`src/rtl/stopwatch_ctrl_if.sv`:
```
// Stopwatch control bundle: tick inputs, raw buttons/switches and the
// registered enables toward the counter and display driver.
// Optional lap hold signals present when STOPWATCH_LAP_EN is defined.
interface stopwatch_ctrl_if;
  logic tick_1hz, tick_2hz;
  logic btn_pause, btn_reset, sw_adj, sw_sel;
  logic cnt_en, adj_sec_en, adj_min_en, cnt_clr;
  logic blink_on, field_sel, running;
`ifdef STOPWATCH_LAP_EN
  logic btn_lap, disp_hold;
`endif

  modport master (
    output tick_1hz, tick_2hz, btn_pause, btn_reset, sw_adj, sw_sel,
`ifdef STOPWATCH_LAP_EN
    output btn_lap, input disp_hold,
`endif
    input  cnt_en, adj_sec_en, adj_min_en, cnt_clr, blink_on, field_sel, running
  );

  modport slave (
    input  tick_1hz, tick_2hz, btn_pause, btn_reset, sw_adj, sw_sel,
`ifdef STOPWATCH_LAP_EN
    input  btn_lap, output disp_hold,
`endif
    output cnt_en, adj_sec_en, adj_min_en, cnt_clr, blink_on, field_sel, running
  );
endinterface

```
`src/rtl/stopwatch_ctrl.sv`:
```
// Stopwatch control: input sync, button debounce, STOP/RUN/ADJ FSM and
// single-cycle enables for the counter on the one system clock.
// Optional lap/display-hold feature: define STOPWATCH_LAP_EN.

// One debounced button: the level flips after DB_CYCLES stable mismatches.
module stopwatch_db #(
  parameter int DB_CYCLES = 500000,
  parameter int DB_W      = 19
) (
  input  logic clk,
  input  logic rst,
  input  logic din,
  output logic press
);
  localparam logic [DB_W-1:0] LAST = DB_W'(DB_CYCLES - 1);

  logic [DB_W-1:0] cnt;
  logic            lvl, lvl_q;

  // Count mismatches; flip the debounced level once the count hits LAST.
  always_ff @(posedge clk or posedge rst) begin
    if (rst) begin
      cnt   <= '0;
      lvl   <= 1'b0;
      lvl_q <= 1'b0;
    end else begin
      lvl_q <= lvl;
      if (din == lvl) begin
        cnt <= '0;
      end else if (cnt == LAST) begin
        lvl <= ~lvl;
        cnt <= '0;
      end else begin
        cnt <= cnt + 1'b1;
      end
    end
  end

  assign press = lvl & ~lvl_q;
endmodule

module stopwatch_ctrl #(
  parameter int DB_CYCLES = 500000,
  parameter int DB_W      = 19
) (
  input  logic             clk,
  input  logic             rst,
  stopwatch_ctrl_if.slave  sw
);
`ifdef STOPWATCH_LAP_EN
  localparam int NBTN = 3;
`else
  localparam int NBTN = 2;
`endif
  localparam int NRAW = NBTN + 2;

  typedef enum logic [1:0] {STOP, RUN, ADJ} state_t;

  // Raw input vector: buttons in the low bits, then adjust and select switches.
  logic [NRAW-1:0] raw, sync0, sync1;
  logic [NBTN-1:0] press;
  logic            pause_p, reset_p, adj_s, sel_s;

  state_t state;
  logic   cnt_en, adj_sec_en, adj_min_en, cnt_clr, blink_on, field_sel, running;

  assign raw[0]      = sw.btn_pause;
  assign raw[1]      = sw.btn_reset;
`ifdef STOPWATCH_LAP_EN
  assign raw[2]      = sw.btn_lap;
`endif
  assign raw[NBTN]   = sw.sw_adj;
  assign raw[NBTN+1] = sw.sw_sel;

  // Two-flop synchronizer on every asynchronous input.
  always_ff @(posedge clk or posedge rst) begin
    if (rst) begin
      sync0 <= '0;
      sync1 <= '0;
    end else begin
      sync0 <= raw;
      sync1 <= sync0;
    end
  end

  for (genvar i = 0; i < NBTN; i++) begin : g_db
    stopwatch_db #(.DB_CYCLES(DB_CYCLES), .DB_W(DB_W)) u_db (
      .clk   (clk),
      .rst   (rst),
      .din   (sync1[i]),
      .press (press[i])
    );
  end

  assign pause_p = press[0];
  assign reset_p = press[1];
  assign adj_s   = sync1[NBTN];
  assign sel_s   = sync1[NBTN+1];

  // FSM plus registered outputs; enables look at the current (old) state.
  always_ff @(posedge clk or posedge rst) begin
    if (rst) begin
      state      <= STOP;
      cnt_en     <= 1'b0;
      adj_sec_en <= 1'b0;
      adj_min_en <= 1'b0;
      cnt_clr    <= 1'b0;
      blink_on   <= 1'b1;
      field_sel  <= 1'b0;
      running    <= 1'b0;
    end else begin
      cnt_en     <= (state == RUN) & sw.tick_1hz & ~reset_p;
      adj_sec_en <= (state == ADJ) & sw.tick_2hz & ~sel_s & ~reset_p;
      adj_min_en <= (state == ADJ) & sw.tick_2hz &  sel_s & ~reset_p;
      cnt_clr    <= reset_p;
      field_sel  <= sel_s;
      // Held high outside ADJ, so it always enters ADJ as 1.
      blink_on   <= (state != ADJ) | (sw.tick_2hz ? ~blink_on : blink_on);
      if (reset_p) begin
        state   <= STOP;
        running <= 1'b0;
      end else if (adj_s) begin
        state   <= ADJ;
        running <= 1'b0;
      end else if (state == ADJ) begin
        state   <= STOP;
        running <= 1'b0;
      end else if (pause_p) begin
        state   <= (state == RUN) ? STOP : RUN;
        running <= (state != RUN);
      end
    end
  end

  assign sw.cnt_en     = cnt_en;
  assign sw.adj_sec_en = adj_sec_en;
  assign sw.adj_min_en = adj_min_en;
  assign sw.cnt_clr    = cnt_clr;
  assign sw.blink_on   = blink_on;
  assign sw.field_sel  = field_sel;
  assign sw.running    = running;

`ifdef STOPWATCH_LAP_EN
  logic disp_hold;

  // Lap toggles the display freeze; a clear or ADJ entry drops it.
  always_ff @(posedge clk or posedge rst) begin
    if (rst)                           disp_hold <= 1'b0;
    else if (reset_p | adj_s)          disp_hold <= 1'b0;
    else if (press[2] & (state != ADJ)) disp_hold <= ~disp_hold;
  end

  assign sw.disp_hold = disp_hold;
`endif
endmodule
```
`src/flat_wrapper.sv`:
```
// flat-port wrapper written by rule: the top's interface ports become plain ports
module stopwatch_ctrl_flat 
#(
  parameter int DB_CYCLES = 500000,
  parameter int DB_W      = 19
)
  (clk, rst, sw_tick_1hz, sw_tick_2hz, sw_btn_pause, sw_btn_reset, sw_sw_adj, sw_sw_sel, sw_cnt_en, sw_adj_sec_en, sw_adj_min_en, sw_cnt_clr, sw_blink_on, sw_field_sel, sw_running);
  stopwatch_ctrl_if sw_i ();
  input  logic clk;
  input  logic rst;
  input wire logic [$bits(sw_i.tick_1hz)-1:0] sw_tick_1hz;
  input wire logic [$bits(sw_i.tick_2hz)-1:0] sw_tick_2hz;
  input wire logic [$bits(sw_i.btn_pause)-1:0] sw_btn_pause;
  input wire logic [$bits(sw_i.btn_reset)-1:0] sw_btn_reset;
  input wire logic [$bits(sw_i.sw_adj)-1:0] sw_sw_adj;
  input wire logic [$bits(sw_i.sw_sel)-1:0] sw_sw_sel;
  output wire logic [$bits(sw_i.cnt_en)-1:0] sw_cnt_en;
  output wire logic [$bits(sw_i.adj_sec_en)-1:0] sw_adj_sec_en;
  output wire logic [$bits(sw_i.adj_min_en)-1:0] sw_adj_min_en;
  output wire logic [$bits(sw_i.cnt_clr)-1:0] sw_cnt_clr;
  output wire logic [$bits(sw_i.blink_on)-1:0] sw_blink_on;
  output wire logic [$bits(sw_i.field_sel)-1:0] sw_field_sel;
  output wire logic [$bits(sw_i.running)-1:0] sw_running;
  assign sw_i.tick_1hz = sw_tick_1hz;
  assign sw_i.tick_2hz = sw_tick_2hz;
  assign sw_i.btn_pause = sw_btn_pause;
  assign sw_i.btn_reset = sw_btn_reset;
  assign sw_i.sw_adj = sw_sw_adj;
  assign sw_i.sw_sel = sw_sw_sel;
  assign sw_cnt_en = sw_i.cnt_en;
  assign sw_adj_sec_en = sw_i.adj_sec_en;
  assign sw_adj_min_en = sw_i.adj_min_en;
  assign sw_cnt_clr = sw_i.cnt_clr;
  assign sw_blink_on = sw_i.blink_on;
  assign sw_field_sel = sw_i.field_sel;
  assign sw_running = sw_i.running;
  stopwatch_ctrl #(.DB_CYCLES(DB_CYCLES), .DB_W(DB_W)) u_core (.clk(clk), .rst(rst), .sw(sw_i));
endmodule
```
`config.mk`:
```
export PLATFORM = sky130hd
export DESIGN_NAME = stopwatch_ctrl_flat
export DESIGN_NICKNAME = d
export VERILOG_FILES = /design/src/rtl/stopwatch_ctrl_if.sv /design/src/rtl/stopwatch_ctrl.sv /design/src/flat_wrapper.sv
export SDC_FILE = /design/constraint.sdc
export NUM_CORES = 1
export LEC_CHECK = 0
export BUFFER_PORTS_ARGS = -buffer_cell sky130_fd_sc_hd__buf_4
export CORE_UTILIZATION = 40
export DETAILED_ROUTE_END_ITERATION = 8
export PLACE_DENSITY = 0.6
export SLEW_MARGIN = 30
export SYNTH_ARGS = -nofsm -noshare
export SYNTH_HDL_FRONTEND = slang
export SYNTH_SLANG_ARGS = --single-unit
```
`constraint.sdc`:
```
create_clock -name clk -period 4.5 [get_ports clk]
set_clock_uncertainty 0.15 [all_clocks]
set_input_delay 0.675 -clock clk [delete_from_list [all_inputs] [get_ports clk]]
set_output_delay 0.675 -clock clk [all_outputs]
set_load 0.03 [all_outputs]
```
======== Yosys cells after proc, flatten, opt, wreduce, memory -nomap -nowiden ========
Index checks and enable logic that the tools add are counted.
operators by class
  bitwise gates (word level) .............. 19
  $add $sub $neg .......................... 2
  reduce and logical (&&, ||, !) cells .... 3
  equality and inequality tests ........... 8
  multiplexer cells ....................... 14
operator list
  kind                     count
  $mux W19                 4
  $add A19 B1 Y19 const B  2
  $eq A19 B19 Y1 const B   2
  $and A1 B1 Y1            9
  $not A1 Y1               9
  $mux W2                  4
  $mux W1                  6
  $reduce_and A2 Y1        2
  $reduce_bool A4 Y1       1
  $eq A1 B1 Y1             2
  $eq A2 B1 Y1 const B     1
  $eq A2 B2 Y1 const B     1
  $ne A2 B1 Y1 const B     1
  $ne A2 B2 Y1 const B     1
  $or A1 B1 Y1             1
storage, ports and cells
  logic and storage cells ................. 62
  register bits after elaboration ......... 59
  input bits .............................. 8

======== Longest topological paths before layout ========
  depth in word-level cells ............... 6
  mapped depth ............................ 6
  mapped depth without buffers ............ 5

======== Modules after synthesis ========
Synthesis repeated with hierarchy kept, for this count alone.
unflattened totals
  cell total of the unflattened synthesis .. 240
  area, all modules ....................... 2676.3 µm²
modules (own cells, without submodules)
  module          times used  seq. area each (µm²)  cells each  area an instance (µm²)
  stopwatch_db    2           525.5                 103         1072.3
  stopwatch_ctrl  1           401.6                 34          531.8

======== Worst setup path after synthesis ========
OpenSTA, ideal clock, no wires.
  kind .................................... register -> register
  from .................................... reg u_core.g_db[1].u_db.cnt[11]
  to ...................................... reg u_core.g_db[1].u_db.cnt[10]
  data required time ...................... 4.231 ns
  path slack .............................. 2.592 ns
  data arrival time ....................... 1.639 ns
  period minus slack after synthesis ...... 1.908 ns
  library setup time ...................... 0.119 ns
  stages on the path, launching flop included .. 6
  path buffers ............................ 1
  cell sequence ........................... dfrtp_1 > nor4_1 > nand4_1 > o41ai_4 > buf_6 > nor2_1
on the way
  word-level cells in the longest chain between the ends .. 3
RTL lines
  what                    RTL line              text
  start, declared         stopwatch_ctrl.sv:17  logic [DB_W-1:0] cnt;
  start signal, assigned  stopwatch_ctrl.sv:34  cnt <= cnt + 1'b1;
  $eq A19 B19 Y1          stopwatch_ctrl.sv:30  end else if (cnt == LAST) begin
  $mux W19                stopwatch_ctrl.sv:30
  $mux W19                stopwatch_ctrl.sv:28  if (din == lvl) begin
Every way passes these cells.
A chain may end at the register's enable or synchronous reset.

======== Worst setup path after layout ========
  from .................................... reg u_core.g_db[1].u_db.cnt[11]
  to ...................................... reg u_core.g_db[1].u_db.cnt[6]
The elaborated chain is that of the path after synthesis.

==> flow_results.xml <==
<?xml version="1.0" encoding="UTF-8"?>
<metrics>
  <group name="status">
    <metric name="status" unit="">complete, no violations</metric>
  </group>
  <group name="cts">
    <metric name="hold_buffers" unit="">0</metric>
    <metric name="clk-insertion-delay-late" unit="ns">0.32</metric>
    <metric name="cts-htree-levels" unit="">3</metric>
    <metric name="postCtsSetupRepairBufs" unit="">0</metric>
    <metric name="cts-resized-gates" unit="">0</metric>
    <metric name="cts.root.buffer_cell" unit="">sky130_fd_sc_hd__clkbuf_8</metric>
    <metric name="numCtsBuffers" unit="">9</metric>
    <metric name="cts_num_sinks" unit="">58</metric>
    <metric name="cts_tree" unit="">yes</metric>
    <metric name="clkTransAtPathRegs" unit="ns">0.07</metric>
    <metric name="max-clock-path-buffers" unit="">2</metric>
  </group>
  <group name="timing">
    <metric name="report.final.slew_viol_count" unit="">0</metric>
    <metric name="finalCriticalPeriod" unit="ns">2.065</metric>
    <metric name="finalHoldViolations" unit="">0</metric>
    <metric name="fin_setup_tns" unit="ns">0</metric>
    <metric name="setup_viol" unit="">0</metric>
    <metric name="period_share" unit="">0.4589</metric>
    <metric name="grt_setup_unrepaired" unit="">no</metric>
    <metric name="max_slew.worst_pin.slew" unit="ns">0.4831</metric>
    <metric name="slew_headroom" unit="">0.6774</metric>
    <metric name="max_freq" unit="MHz">484.2</metric>
  </group>
  <group name="floorplan">
    <metric name="floorplan.rows" unit="">28</metric>
    <metric name="fp.dieW" unit="um">82.59</metric>
    <metric name="core_area" unit="mm^2">0.006096</metric>
    <metric name="io-pin-count" unit="">15</metric>
    <metric name="design.die.area" unit="mm^2">0.006820</metric>
    <metric name="dieHeight" unit="um">82.59</metric>
    <metric name="floorplan.initialDensity" unit="">0.4261</metric>
  </group>
  <group name="route">
    <metric name="drcViolationCount" unit="">0</metric>
    <metric name="drt-pass1-iter-count" unit="">4</metric>
    <metric name="vias_per_cell" unit="">5.225</metric>
    <metric name="final_antenna_net_count" unit="">0</metric>
    <metric name="drt_first_iter_violations" unit="">111</metric>
    <metric name="vias" unit="">1766</metric>
    <metric name="finalWirelength" unit="um">4495</metric>
    <metric name="drt-wirelength-per-cell" unit="um">13.30</metric>
  </group>
  <group name="logic_synthesis">
    <metric name="yosys_warnings" unit="">0</metric>
    <metric name="synth_compound_gate_area_share" unit="">0.04721</metric>
    <metric name="combinational_family_with_the_most_area_after_synthesis" unit="">simple AND/OR/NAND/NOR gates</metric>
    <metric name="synth_xor_area_frac" unit="">0.1012</metric>
    <metric name="synth.mux.area_fraction" unit="">0.01638</metric>
    <metric name="synth_ff_type" unit="">sky130_fd_sc_hd__dfrtp_1</metric>
    <metric name="synth_simple_gate_area_share" unit="">0.2235</metric>
    <metric name="synthesis.area" unit="mm^2">0.002597</metric>
    <metric name="post_synth_num_cell_types" unit="">39</metric>
    <metric name="yosysSeqAreaShare" unit="">0.5592</metric>
    <metric name="synthAdderAreaFrac" unit="">0.01927</metric>
    <metric name="count_of_flip_flops_with_a_built_in_enable_after_synthesis" unit="">0</metric>
    <metric name="post_synth_inst_count" unit="">237</metric>
    <metric name="synth-seq-cells" unit="">58</metric>
    <metric name="ys_async_sr_fraction" unit="">1.000</metric>
    <metric name="syn-num-nets" unit="">249</metric>
    <metric name="syn-mean-instance-area" unit="um^2">10.96</metric>
  </group>
  <group name="pwr">
    <metric name="power.density" unit="mW/mm^2">406.1</metric>
    <metric name="maximum_ir_drop_on_the_vdd_rail" unit="mV">0.2937</metric>
    <metric name="power.leakage" unit="nW">1.318</metric>
  </group>
  <group name="place">
    <metric name="gp_congestion" unit="">0.7933</metric>
    <metric name="hpwlAfterDp" unit="um">3049</metric>
    <metric name="port-buffer-count" unit="">14</metric>
  </group>
  <group name="worst_setup_path">
    <metric name="worst_setup_path_start_kind" unit="">register</metric>
    <metric name="reg2reg_depth" unit="">5</metric>
    <metric name="worst_ep_required_time" unit="ns">4.55</metric>
    <metric name="timing_worst_setup_path_type" unit="">register to register</metric>
    <metric name="end_kind" unit="">register</metric>
    <metric name="timing.critical_path.fanout_max" unit="">14</metric>
    <metric name="worst_r2r_startpoint" unit="">u_core.g_db[1].u_db.cnt[11]</metric>
    <metric name="startpoint" unit="">u_core.g_db[1].u_db.cnt[11]</metric>
    <metric name="arrival" unit="ns">2.12</metric>
  </group>
  <group name="min_path">
    <metric name="hold_path_depth" unit="">0</metric>
    <metric name="worstHoldStart" unit="">u_core.sync0[0]</metric>
    <metric name="timing.hold.worst.class" unit="">register to register</metric>
  </group>
  <group name="global_routing">
    <metric name="first_global_vias" unit="">1656</metric>
    <metric name="grt_util_all_layers" unit="">0.1550</metric>
    <metric name="grt-ovfl-total" unit="">0</metric>
    <metric name="antenna_found_initial" unit="">0</metric>
    <metric name="grt_start_max_net_pins" unit="">37</metric>
    <metric name="global_route_wire_length_before_repair" unit="um">7769</metric>
  </group>
  <group name="final_layout">
    <metric name="drive_gt1_frac" unit="">0.1521</metric>
    <metric name="multi_input_comb_area" unit="mm^2">0.001059</metric>
    <metric name="post-route-util" unit="">0.4932</metric>
    <metric name="diodes" unit="">0</metric>
    <metric name="fill_cell_count" unit="">559</metric>
    <metric name="fin_nets" unit="">270</metric>
    <metric name="seq_area" unit="mm^2">0.001453</metric>
    <metric name="syn2layout_area_growth" unit="%">15.75</metric>
  </group>
  <group name="job">
    <metric name="number_of_max_capacitance_violations_reported" unit="">0</metric>
  </group>
</metrics>
where the power goes:
group          switching [W]  leakage [nW]  internal, W  total [W]
Combinational      0.0000554         0.423    0.0000340  0.0000895
Clock               0.000194         0.120     0.000382   0.000576
Sequential         0.0000133         0.776     0.000542   0.000556
Total               0.000262          1.32     0.000959    0.00122
Yosys cell counts (all sizes together) (7+ instances only):
cell type	n	area (um^2)
a21oi	9	45.04
xor2	14	122.6
nor2	36	135.1
dfrtp	57	1426
nand2	7	26.28
nor4	7	50.05
inv	10	37.54
nand3	18	90.09
nand4	14	93.84
xnor2	16	140.1
through the flow:
step | area [um^2] | instances | worst slack, ns | hold slack (ns) | power (W)
6_report | 3007 | 338 | 2.435 | 0.1982 | 0.001221
5_1_grt | 3007 | 338 | 2.304 | 0.2103 | 0.001271
4_1_cts | 2999 | 337 | 2.147 | 0.2020 | 0.001242
3_5_place_dp | 2755 | 321 | 2.169 | 0.1855 | 0.0006566
3_3_place_gp | 2755 | 321 | 2.221 | 0.1824 | 0.0006543
2_1_floorplan | 2597 | 237 | 2.249 | 0.1812 | 0.0006244
cell type report:
cell class | instances | share of cell area
Inverter | 10 | 0.01248
Sequential cell | 58 | 0.4831
Clock inverter | 5 | 0.03412
Multi-Input combinational cell | 163 | 0.3521
Tap cell | 75 | 0.03121
Clock buffer | 11 | 0.04702
Timing Repair Buffer | 16 | 0.03995
worst max-delay path, stage by stage, from the launching register on:
cell,delay (ns)
sky130_fd_sc_hd__dfrtp_1,0.43
sky130_fd_sc_hd__nor4_1,0.30
sky130_fd_sc_hd__nand4_1,0.20
sky130_fd_sc_hd__o41ai_4,0.51
sky130_fd_sc_hd__buf_4,0.28
sky130_fd_sc_hd__nor2_1,0.08
per-layer routing:
metal	up-vias	global-route usage	part of all wire
met5	-	0	0
met4	0	0.08793	0.016
met3	6	0.03626	0.034
met2	33	0.2182	0.43
met1	847	0.2172	0.52
li1	880	-	-
cell families (layout without fill, tap and decap cells):
logic type,count (synthesis),count (layout)
AO/OA/AOI/OAI,17,17
XOR/XNOR,30,30
adder cells (fa/ha/maj),4,4
multiplexers,4,4
AND/OR/NAND/NOR,108,108
buffers and inverters,16,42
flip-flops,58,58
registers in the layout (all words and copies together) (netlist names):
signal,flops
u_core.state,2
u_core.sync0,4
u_core.g_db.u_db.lvl,2
u_core.sw.cnt_en,1
u_core.sw.field_sel,1
u_core.sync1,4
u_core.sw.cnt_clr,1
u_core.sw.adj_sec_en,1
u_core.g_db.u_db.cnt,38
u_core.g_db.u_db.lvl_q,2
u_core.sw.blink_on,1
u_core.sw.adj_min_en,1
cells in the final DEF, fill, tap and decap left out, types with 6 or more instances in the layout:
cell type	count
sky130_fd_sc_hd__dfrtp_1	57
sky130_fd_sc_hd__nor2_1	36
sky130_fd_sc_hd__nand3_1	18
sky130_fd_sc_hd__xnor2_1	16
sky130_fd_sc_hd__buf_4	16
sky130_fd_sc_hd__xor2_1	14
sky130_fd_sc_hd__nand4_1	13
sky130_fd_sc_hd__clkbuf_8	10
sky130_fd_sc_hd__inv_1	9
sky130_fd_sc_hd__a21oi_1	9
sky130_fd_sc_hd__nand2_1	7
sky130_fd_sc_hd__nor4_1	6
final timing paths:
kind | endpoint | slack [ns]
max | u_core.g_db[1].u_db.cnt[6] | 2.43
min | u_core.sync1[0] | 0.20
max reg2reg | u_core.g_db[1].u_db.cnt[6] | 2.43
min reg2reg | u_core.sync1[0] | 0.20
max in group asynchronous | u_core.sw.blink_on | 3.13
min in group asynchronous | u_core.g_db[1].u_db.cnt[13] | 0.23
Note: power is estimated with default switching activity, not from simulation.
